## src/rtl/mult_product_accumulator_if.sv

```systemverilog
`default_nettype none
// ============================================================================
// Module      : mult_product_accumulator_if
// Description : Term-input and result-output handshake bundle for the
//               product accumulator. Master = producer/consumer side,
//               slave = the accumulator itself.
// Revision    : 1.0 - initial release
// ============================================================================
interface mult_product_accumulator_if #(
  parameter int PROD_W = 32,
  parameter int ACC_W  = 48,
  parameter int CNT_W  = 8
);
  // Term side
  logic [PROD_W-1:0] prod_in;
  logic              prod_signed;
  logic [CNT_W-1:0]  len;
  logic              in_valid;
  logic              in_ready;
  // Result side
  logic [ACC_W-1:0]  acc_out;
  logic              overflow;
  logic              out_valid;
  logic              out_ready;

  modport master (
    output prod_in, prod_signed, len, in_valid, out_ready,
    input  in_ready, acc_out, overflow, out_valid
  );

  modport slave (
    input  prod_in, prod_signed, len, in_valid, out_ready,
    output in_ready, acc_out, overflow, out_valid
  );
endinterface
`default_nettype wire

```

## src/rtl/mult_product_accumulator.sv

```systemverilog
`default_nettype none
// ============================================================================
// Module      : mult_product_accumulator
// Description : Accumulates a programmable number of multiplier products
//               into an ACC_W-bit sum and presents one result per block
//               through a valid/ready output register with a sticky
//               per-block overflow flag.
// Revision    : 1.0 - initial release
// ============================================================================
module mult_product_accumulator #(
  parameter int PROD_W = 32,
  parameter int ACC_W  = 48,
  parameter int CNT_W  = 8
) (
  input  wire logic                   clk,
  input  wire logic                   reset,
  mult_product_accumulator_if.slave   bus
);

  localparam logic [CNT_W-1:0] CNT_ONE  = {{(CNT_W-1){1'b0}}, 1'b1};
  localparam logic [CNT_W-1:0] CNT_ZERO = '0;

  // Block state
  logic [ACC_W-1:0] acc_q,        acc_d;
  logic [CNT_W-1:0] cnt_q,        cnt_d;
  logic [CNT_W-1:0] blk_len_q,    blk_len_d;
  logic             blk_signed_q, blk_signed_d;
  logic             ovf_sticky_q, ovf_sticky_d;
  // Output register
  logic [ACC_W-1:0] acc_out_q,    acc_out_d;
  logic             overflow_q,   overflow_d;
  logic             out_valid_q,  out_valid_d;

  // Datapath wires
  logic             w_in_ready;
  logic             w_accept;
  logic             w_first;
  logic             w_signed_eff;
  logic [CNT_W-1:0] w_len_first;
  logic [CNT_W-1:0] w_len_eff;
  logic [CNT_W-1:0] w_cnt_inc;
  logic             w_last;
  logic [ACC_W-1:0] w_ext;
  logic [ACC_W:0]   w_sum;
  logic             w_ovf_unsigned;
  logic             w_ovf_signed;
  logic             w_add_ovf;
  logic [ACC_W-1:0] w_new_acc;
  logic             w_new_ovf;

  // The only combinational path to an output: out_ready -> in_ready.
  // A stalled result blocks all intake, mid-block terms included.
  assign w_in_ready = !reset && (!out_valid_q || bus.out_ready);
  assign w_accept   = bus.in_valid && w_in_ready;

  // An idle block (cnt == 0) takes its mode and length from the term being
  // accepted; after that the latched copies are authoritative.
  assign w_first      = (cnt_q == CNT_ZERO);
  assign w_signed_eff = w_first ? bus.prod_signed : blk_signed_q;
  assign w_len_first  = (bus.len == CNT_ZERO) ? CNT_ONE : bus.len;
  assign w_len_eff    = w_first ? w_len_first : blk_len_q;
  assign w_cnt_inc    = cnt_q + CNT_ONE;
  assign w_last       = (w_cnt_inc == w_len_eff);

  // Extend the product to accumulator width; no padding needed when the
  // widths match.
  generate
    if (ACC_W > PROD_W) begin : g_ext_pad
      assign w_ext = {{(ACC_W-PROD_W){w_signed_eff & bus.prod_in[PROD_W-1]}},
                      bus.prod_in};
    end else begin : g_ext_none
      assign w_ext = bus.prod_in[ACC_W-1:0];
    end
  endgenerate

  // One extra bit captures the unsigned carry out of the accumulator MSB.
  assign w_sum = {1'b0, acc_q} + {1'b0, w_ext};

  assign w_ovf_unsigned = w_sum[ACC_W];
  assign w_ovf_signed   = (acc_q[ACC_W-1] == w_ext[ACC_W-1]) &&
                          (w_sum[ACC_W-1] != acc_q[ACC_W-1]);
  assign w_add_ovf      = blk_signed_q ? w_ovf_signed : w_ovf_unsigned;

  // The first term loads rather than adds, so it can never overflow.
  assign w_new_acc = w_first ? w_ext : w_sum[ACC_W-1:0];
  assign w_new_ovf = w_first ? 1'b0 : (ovf_sticky_q | w_add_ovf);

  // Next-state for block accumulation and the output register.
  always_comb begin
    acc_d        = acc_q;
    cnt_d        = cnt_q;
    blk_len_d    = blk_len_q;
    blk_signed_d = blk_signed_q;
    ovf_sticky_d = ovf_sticky_q;
    acc_out_d    = acc_out_q;
    overflow_d   = overflow_q;
    out_valid_d  = out_valid_q;

    // Consumption first so that a same-cycle completion overrides it.
    if (out_valid_q && bus.out_ready) begin
      out_valid_d = 1'b0;
    end

    if (w_accept) begin
      acc_d        = w_new_acc;
      ovf_sticky_d = w_new_ovf;
      if (w_first) begin
        blk_signed_d = bus.prod_signed;
        blk_len_d    = w_len_first;
      end
      if (w_last) begin
        cnt_d       = CNT_ZERO;
        acc_out_d   = w_new_acc;
        overflow_d  = w_new_ovf;
        out_valid_d = 1'b1;
      end else begin
        cnt_d = w_cnt_inc;
      end
    end
  end

  // State registers; reset discards any partial block.
  always_ff @(posedge clk) begin
    if (reset) begin
      acc_q        <= '0;
      cnt_q        <= CNT_ZERO;
      blk_len_q    <= CNT_ONE;
      blk_signed_q <= 1'b0;
      ovf_sticky_q <= 1'b0;
      acc_out_q    <= '0;
      overflow_q   <= 1'b0;
      out_valid_q  <= 1'b0;
    end else begin
      acc_q        <= acc_d;
      cnt_q        <= cnt_d;
      blk_len_q    <= blk_len_d;
      blk_signed_q <= blk_signed_d;
      ovf_sticky_q <= ovf_sticky_d;
      acc_out_q    <= acc_out_d;
      overflow_q   <= overflow_d;
      out_valid_q  <= out_valid_d;
    end
  end

  assign bus.in_ready  = w_in_ready;
  assign bus.acc_out   = acc_out_q;
  assign bus.overflow  = overflow_q;
  assign bus.out_valid = out_valid_q;

endmodule
`default_nettype wire

```

## src/flat_wrapper.sv

```systemverilog
// flat-port wrapper written by rule: the top's interface ports become plain ports
module mult_product_accumulator_flat 
#(
  parameter int PROD_W = 32,
  parameter int ACC_W  = 48,
  parameter int CNT_W  = 8
)
  (clk, reset, bus_prod_in, bus_prod_signed, bus_len, bus_in_valid, bus_out_ready, bus_in_ready, bus_acc_out, bus_overflow, bus_out_valid);
  mult_product_accumulator_if #(.PROD_W(PROD_W), .ACC_W(ACC_W), .CNT_W(CNT_W)) bus_i ();
  input  wire logic clk;
  input  wire logic reset;
  input wire logic [$bits(bus_i.prod_in)-1:0] bus_prod_in;
  input wire logic [$bits(bus_i.prod_signed)-1:0] bus_prod_signed;
  input wire logic [$bits(bus_i.len)-1:0] bus_len;
  input wire logic [$bits(bus_i.in_valid)-1:0] bus_in_valid;
  input wire logic [$bits(bus_i.out_ready)-1:0] bus_out_ready;
  output wire logic [$bits(bus_i.in_ready)-1:0] bus_in_ready;
  output wire logic [$bits(bus_i.acc_out)-1:0] bus_acc_out;
  output wire logic [$bits(bus_i.overflow)-1:0] bus_overflow;
  output wire logic [$bits(bus_i.out_valid)-1:0] bus_out_valid;
  assign bus_i.prod_in = bus_prod_in;
  assign bus_i.prod_signed = bus_prod_signed;
  assign bus_i.len = bus_len;
  assign bus_i.in_valid = bus_in_valid;
  assign bus_i.out_ready = bus_out_ready;
  assign bus_in_ready = bus_i.in_ready;
  assign bus_acc_out = bus_i.acc_out;
  assign bus_overflow = bus_i.overflow;
  assign bus_out_valid = bus_i.out_valid;
  mult_product_accumulator #(.PROD_W(PROD_W), .ACC_W(ACC_W), .CNT_W(CNT_W)) u_core (.clk(clk), .reset(reset), .bus(bus_i));
endmodule
```

## config.mk

```make
export PLATFORM = sky130hd
export DESIGN_NAME = mult_product_accumulator_flat
export DESIGN_NICKNAME = d
export VERILOG_FILES = /design/src/rtl/mult_product_accumulator_if.sv /design/src/rtl/mult_product_accumulator.sv /design/src/flat_wrapper.sv
export SDC_FILE = /design/constraint.sdc
export NUM_CORES = 1
export LEC_CHECK = 0
export BUFFER_PORTS_ARGS = -buffer_cell sky130_fd_sc_hd__buf_2
export CAP_MARGIN = 20
export CORE_MARGIN = 5
export CORE_UTILIZATION = 59
export DETAILED_ROUTE_END_ITERATION = 8
export PLACE_DENSITY = 0.85
export SYNTH_ARGS = -nofsm -noshare
export SYNTH_HDL_FRONTEND = slang
export SYNTH_SLANG_ARGS = --single-unit
```

## constraint.sdc

```tcl
create_clock -name clk -period 5.2 [get_ports clk]
set_input_delay 0.78 -clock clk [delete_from_list [all_inputs] [get_ports clk]]
set_output_delay 0.78 -clock clk [all_outputs]
set_load 0.005 [all_outputs]
```

=== Yosys cells after proc, flatten, opt, wreduce, memory -nomap -nowiden ===
Cells that the tools add are included.

* Logic and storage cells: 35
* Memories kept: 0
* Memory bits (writable): 0
* Bits in latches: 0
* Memory bits (read-only): 0
* Flip-flop bits (word level): 116

* $add $sub $neg: 2
* Multiplexer cells: 10
* Bitwise gates (word level): 2
* Div/mod/pow operators: 0
* $lt $le $gt $ge: 0
* Shift-type cells: 0
* Reduce and logical (&&, ||, !) cells: 10
* Eq/ne operators: 3
* $mul: 0

{| class="wikitable"
|+ Operators with widths
! operator !! number
|-
| adder 48 x 48 -> 49 bit || 1
|-
| 2-to-1 mux 48 bit || 1
|-
| 2-to-1 mux 8 bit || 3
|-
| logical NOT 8 bit || 2
|-
| adder 8 x 1 -> 8 bit (second input constant) || 1
|-
| == test 8 bit || 1
|-
| 2-to-1 mux 1 bit || 6
|-
| logical AND 1 bit || 4
|-
| logical NOT 1 bit || 2
|-
| AND reduction 2 bit || 1
|-
| bitwise AND 1 bit || 1
|-
| == test 1 bit || 1
|-
| logical OR 1 bit || 1
|-
| inequality test 1 bit || 1
|-
| bitwise OR 1 bit || 1
|}

=== Logic depth before layout (Yosys ltp) ===
* Depth in word-level cells: 9
* Gate-level depth with buffers: 21
* Mapped depth without buffers: 17

=== Worst setup path before layout ===
OpenSTA, ideal clock, no wires.

* Path kind: reg2reg
* Start: reg u_core.cnt_q[0]
* End: reg u_core.acc_out_q[46] (netlist: u_core.bus.acc_out[46])
* Arrival time: 4.737 ns
* Cell stages (with the launch flop): 21
* Data required time: 5.109 ns
* Slack: 0.372 ns
* Cell sequence: dfxtp_1 -> inv_1 -> ha_1 -> nor4b_2 -> and2_1 -> buf_6 -> buf_12 -> clkbuf_1 -> nand2_1 -> a21boi_0 -> ha_1 -> a21oi_1 -> nor2b_1 -> o21a_1 -> or2_2 -> a21o_1 -> a21o_1 -> a31oi_1 -> and3_1 -> mux2i_1 -> a311oi_1

* Word-level cells in the longest chain between the ends: 5

{| class="wikitable"
|+ RTL lines
! item !! RTL line !! RTL
|-
| start: declaration || mult_product_accumulator.sv:25 || <nowiki>logic [CNT_W-1:0] cnt_q, cnt_d;</nowiki>
|-
| start signal: assignment || mult_product_accumulator.sv:135 || <nowiki>cnt_q <= cnt_d;</nowiki>
|-
| logical NOT 8 bit || mult_product_accumulator.sv:58 || <nowiki>assign w_first = (cnt_q == CNT_ZERO);</nowiki>
|-
| 2-to-1 mux 1 bit || mult_product_accumulator.sv:59 || <nowiki>assign w_signed_eff = w_first ? bus.prod_signed : blk_signed_q;</nowiki>
|-
| bitwise AND 1 bit || mult_product_accumulator.sv:69 || <nowiki>assign w_ext = {{(ACC_W-PROD_W){w_signed_eff & bus.prod_in[PROD_W-1]}},</nowiki>
|-
| adder 48 x 48 -> 49 bit || mult_product_accumulator.sv:77 || <nowiki>assign w_sum = {1'b0, acc_q} + {1'b0, w_ext};</nowiki>
|-
| 2-to-1 mux 48 bit || mult_product_accumulator.sv:85 || <nowiki>assign w_new_acc = w_first ? w_ext : w_sum[ACC_W-1:0];</nowiki>
|-
| end signal: assignment || mult_product_accumulator.sv:139 || <nowiki>acc_out_q <= acc_out_d;</nowiki>
|-
| end: declaration || mult_product_accumulator.sv:30 || <nowiki>logic [ACC_W-1:0] acc_out_q, acc_out_d;</nowiki>
|}

Parallel ways exist; a longest one is shown, timed or not.
A chain may end at the register's enable or synchronous reset.

=== Final worst setup path ===
* Start: reg u_core.cnt_q[0]
* End: reg u_core.acc_out_q[44] (netlist: u_core.bus.acc_out[44])

Same word-level chain as after synthesis.

==> impl_metrics.ini <==
[layout]
final_nets = 1140
syn_to_final_growth_pct = 14.7
layout_commonest_cell = dfxtp_1
diodes = 0
regArea_um2 = 2320
multiInputGateArea_um2 = 4880
final_cells = 1229
num-fill-cells = 1077
drive_gt1_share_pct = 14.3
fin_area_um2 = 8690
finish.utilization_pct = 68.9
final_cell_mix = 116 x dfxtp_1, 115 x nor2_1, 105 x nand2_1, 95 x buf_2, 79 x a21oi_1

[die]
core_area_um2 = 12600
io-pin-count = 96
die_area_um2 = 15200
die_w_um = 123
die_h_um = 123
num_rows = 41
start_util_pct = 60.1

[clock_network]
tritoncts = yes
cts-resized-gates = 0
hold_buffers = 0
clockRootBuffer = clkbuf_16
insertion_delay_ps = 420
clk_path_buf_depth = 2
cts.sinks = 116
post_cts_buffers = 0
cts_made_buffers = 17
clk_pin_slew_ps = 50
cts-htree-levels = 4

[sta]
worst_slew_pin_slew_ps = 971
finalMaxSlewViolations = 0
grt_setup_unrepaired = false
hold_viol = 0
fmax_mhz = 247
skew_ps = 9.65
timing.setup.tns_ps = 0
relSlewSlack_pct = 35.0
fin_crit_ps = 4050
setup_ws_ps = 1150
finalSetupViolCount = 0
period_share_pct = 78.0

[power_and_ir_drop]
power_leakage_nw = 3.86
power_density_nw_per_um2 = 339
p_seq_share_pct = 32.8
p_sw_share_pct = 28.7
power_switching_mw = 0.848
pwr-share-clk_pct = 45.2
combinationalPowerShare_pct = 22.1
intPower_mw = 2.10
max-vdd-ir-drop_uv = 219

[yosys]
synth_seq_cells = 116
synth_area_um2 = 7580
netlist_instances = 988
ys_warn_count = 0
synth_flop_cell = dfxtp_1
synth_edf_count = 0
synth.distinct_cells = 73
synth_area_per_cell_um2 = 7.67
yosysSeqAreaShare_pct = 30.6
async_flop_share_pct = 0
synth_fp_nets = 1084

[global_routing]
grt_pass1_wl_mm = 34.4
grt_max_degree = 81
first_global_vias = 7278
antenna_found_initial = 0
track_usage_pct = 28.3
overflow = 0

[run]
maxCapViolations = 0

[critical_path]
reg2reg_slack_ps = 1150
startpoint_type = register
worstPathArrival_ps = 4400
cp_max_fo = 32
cp_slowest_cell = nand2_1
worstReg2RegStart = u_core.cnt_q[0]
path_class = reg2reg
crit_top_cell = mux2i_1
endpoint_kind = register
endpoint = u_core.bus.acc_out[44]
worstReg2RegEnd = u_core.bus.acc_out[44]
ff2ff_path_depth = 13
max_stage_delay_ps = 700
critical_path.cell_chain = inv_1 > ha_1 > nor4b_2 > and2_1 > buf_4 > mux2i_1 > xnor2_1 > nand4_1 > nor3_2 > nand2_1 > nor3_1 > mux2i_1 > a31oi_1
crit_start = u_core.cnt_q[0]
cp_data_required_time_ps = 5540

[route]
via_count = 7482
dr.pass1.iters = 7
vias_per_cell = 6.09
first_iter_violations = 621
ant_nets = 0
wl_per_cell_um = 17.1
drc = 0
routed_wl_mm = 21.0

[place]
hpwl_mm = 14.5
place_area_um2 = 8030
pre_cts_ws_ps = 978
io_buffers = 95
dp_cells = 1197
place_congestion = 0.977

[outcome]
status = completed

[min_path]
hp-class = reg2reg
[worst max-delay path: cells and delay by family (launching register included)]
family                     cells  cell delay [ps]
and+or+nand+nor                6             2220
buffers and inverters          2              510
muxes                          2              420
DFF                            1              340
adders and majority gates      1              170
AOI/OAI and AO/OA              1              160
xor gates and xnor gates       1              140
[stage by stage]
step                      hold WS (ps)  power, mW
after floorplan                    434       1.47
after CTS                          462       2.95
after global routing               471       3.07
after detailed placement           453       1.61
after global placement             445       1.60
final                              460       2.95
[sequential cells by signal, summed over array words and instances (netlist names)]
name / flops
u_core.bus.out_valid: 1
u_core.bus.overflow: 1
u_core.blk_len_q: 8
u_core.blk_signed_q: 1
u_core.ovf_sticky_q: 1
u_core.acc_q: 48
u_core.cnt_q: 8
u_core.bus.acc_out: 48
[cell type report]
class                           instances  area share (%)
Clock buffer                           23            5.38
Tap cell                              172            2.48
Multi-Input combinational cell        788            56.2
Timing Repair Buffer                  104            6.25
Sequential cell                       116            26.7
Clock inverter                          9            2.29
Inverter                               17           0.734
[synth_stat cells (all sizes together) (6+ instances only)]
master  count  area [µm²]
and3       13        81.3
buf        12        96.3
o211ai      6        45.0
a21o       32         241
o21a        7        52.6
dfxtp     116        2320
ha         50         626
nand3      60         313
nand2     107         402
mux2i      16         160
a31oi      13        81.3
nand4      13        87.6
nor3       27         140
nor2      115         432
a211oi     29         218
a21oi      79         395
inv        17        63.8
o21bai      7        52.6
xor2       24         210
xnor2      32         280
o21ai      80         400
clkbuf     53         200
[cell families after synthesis]
family | after synthesis | synth area share (%)
adder cells (fa/ha/maj) | 51 | 8.52
buffers and inverters | 84 | 5.00
AND/OR/NAND/NOR | 373 | 22.9
XOR/XNOR | 56 | 6.47
AO/OA/AOI/OAI | 292 | 24.3
multiplexers | 16 | 2.11
flip-flops | 116 | 30.6
[per-layer routing]
layer | share of wire [%] | global-route usage [%] | wire length [µm]
met1 | 42 | 35.5 | 8830
met2 | 47 | 46.1 | 9790
met3 | 8.0 | 6.50 | 1680
met4 | 3.5 | 13.0 | 741
met5 | 0 | 0 | 0
[power by group through the flow]
stage	combinational [mW]	sequential [mW]	clock, mW
4_1_cts	0.640	0.966	1.35
3_5_place_dp	0.630	0.983	0
3_3_place_gp	0.617	0.982	0
5_1_grt	0.715	0.971	1.39
6_report	0.651	0.967	1.33
2_1_floorplan	0.497	0.975	0
[how the worst min path moves through the flow]
stage	startpoint	end	slack (ps)	depth (start not counted)
2_1_floorplan	u_core.acc_q[42]	u_core.acc_q[42]	430	2
3_3_place_gp	u_core.blk_len_q[3]	u_core.blk_len_q[3]	450	2
3_5_place_dp	u_core.blk_len_q[5]	u_core.blk_len_q[5]	450	2
4_1_cts	u_core.blk_len_q[4]	u_core.blk_len_q[4]	460	2
5_1_grt	u_core.blk_len_q[5]	u_core.blk_len_q[5]	470	2
6_report	u_core.acc_q[10]	u_core.acc_q[10]	460	2
No activity file was read; power rests on OpenSTA's default activity.
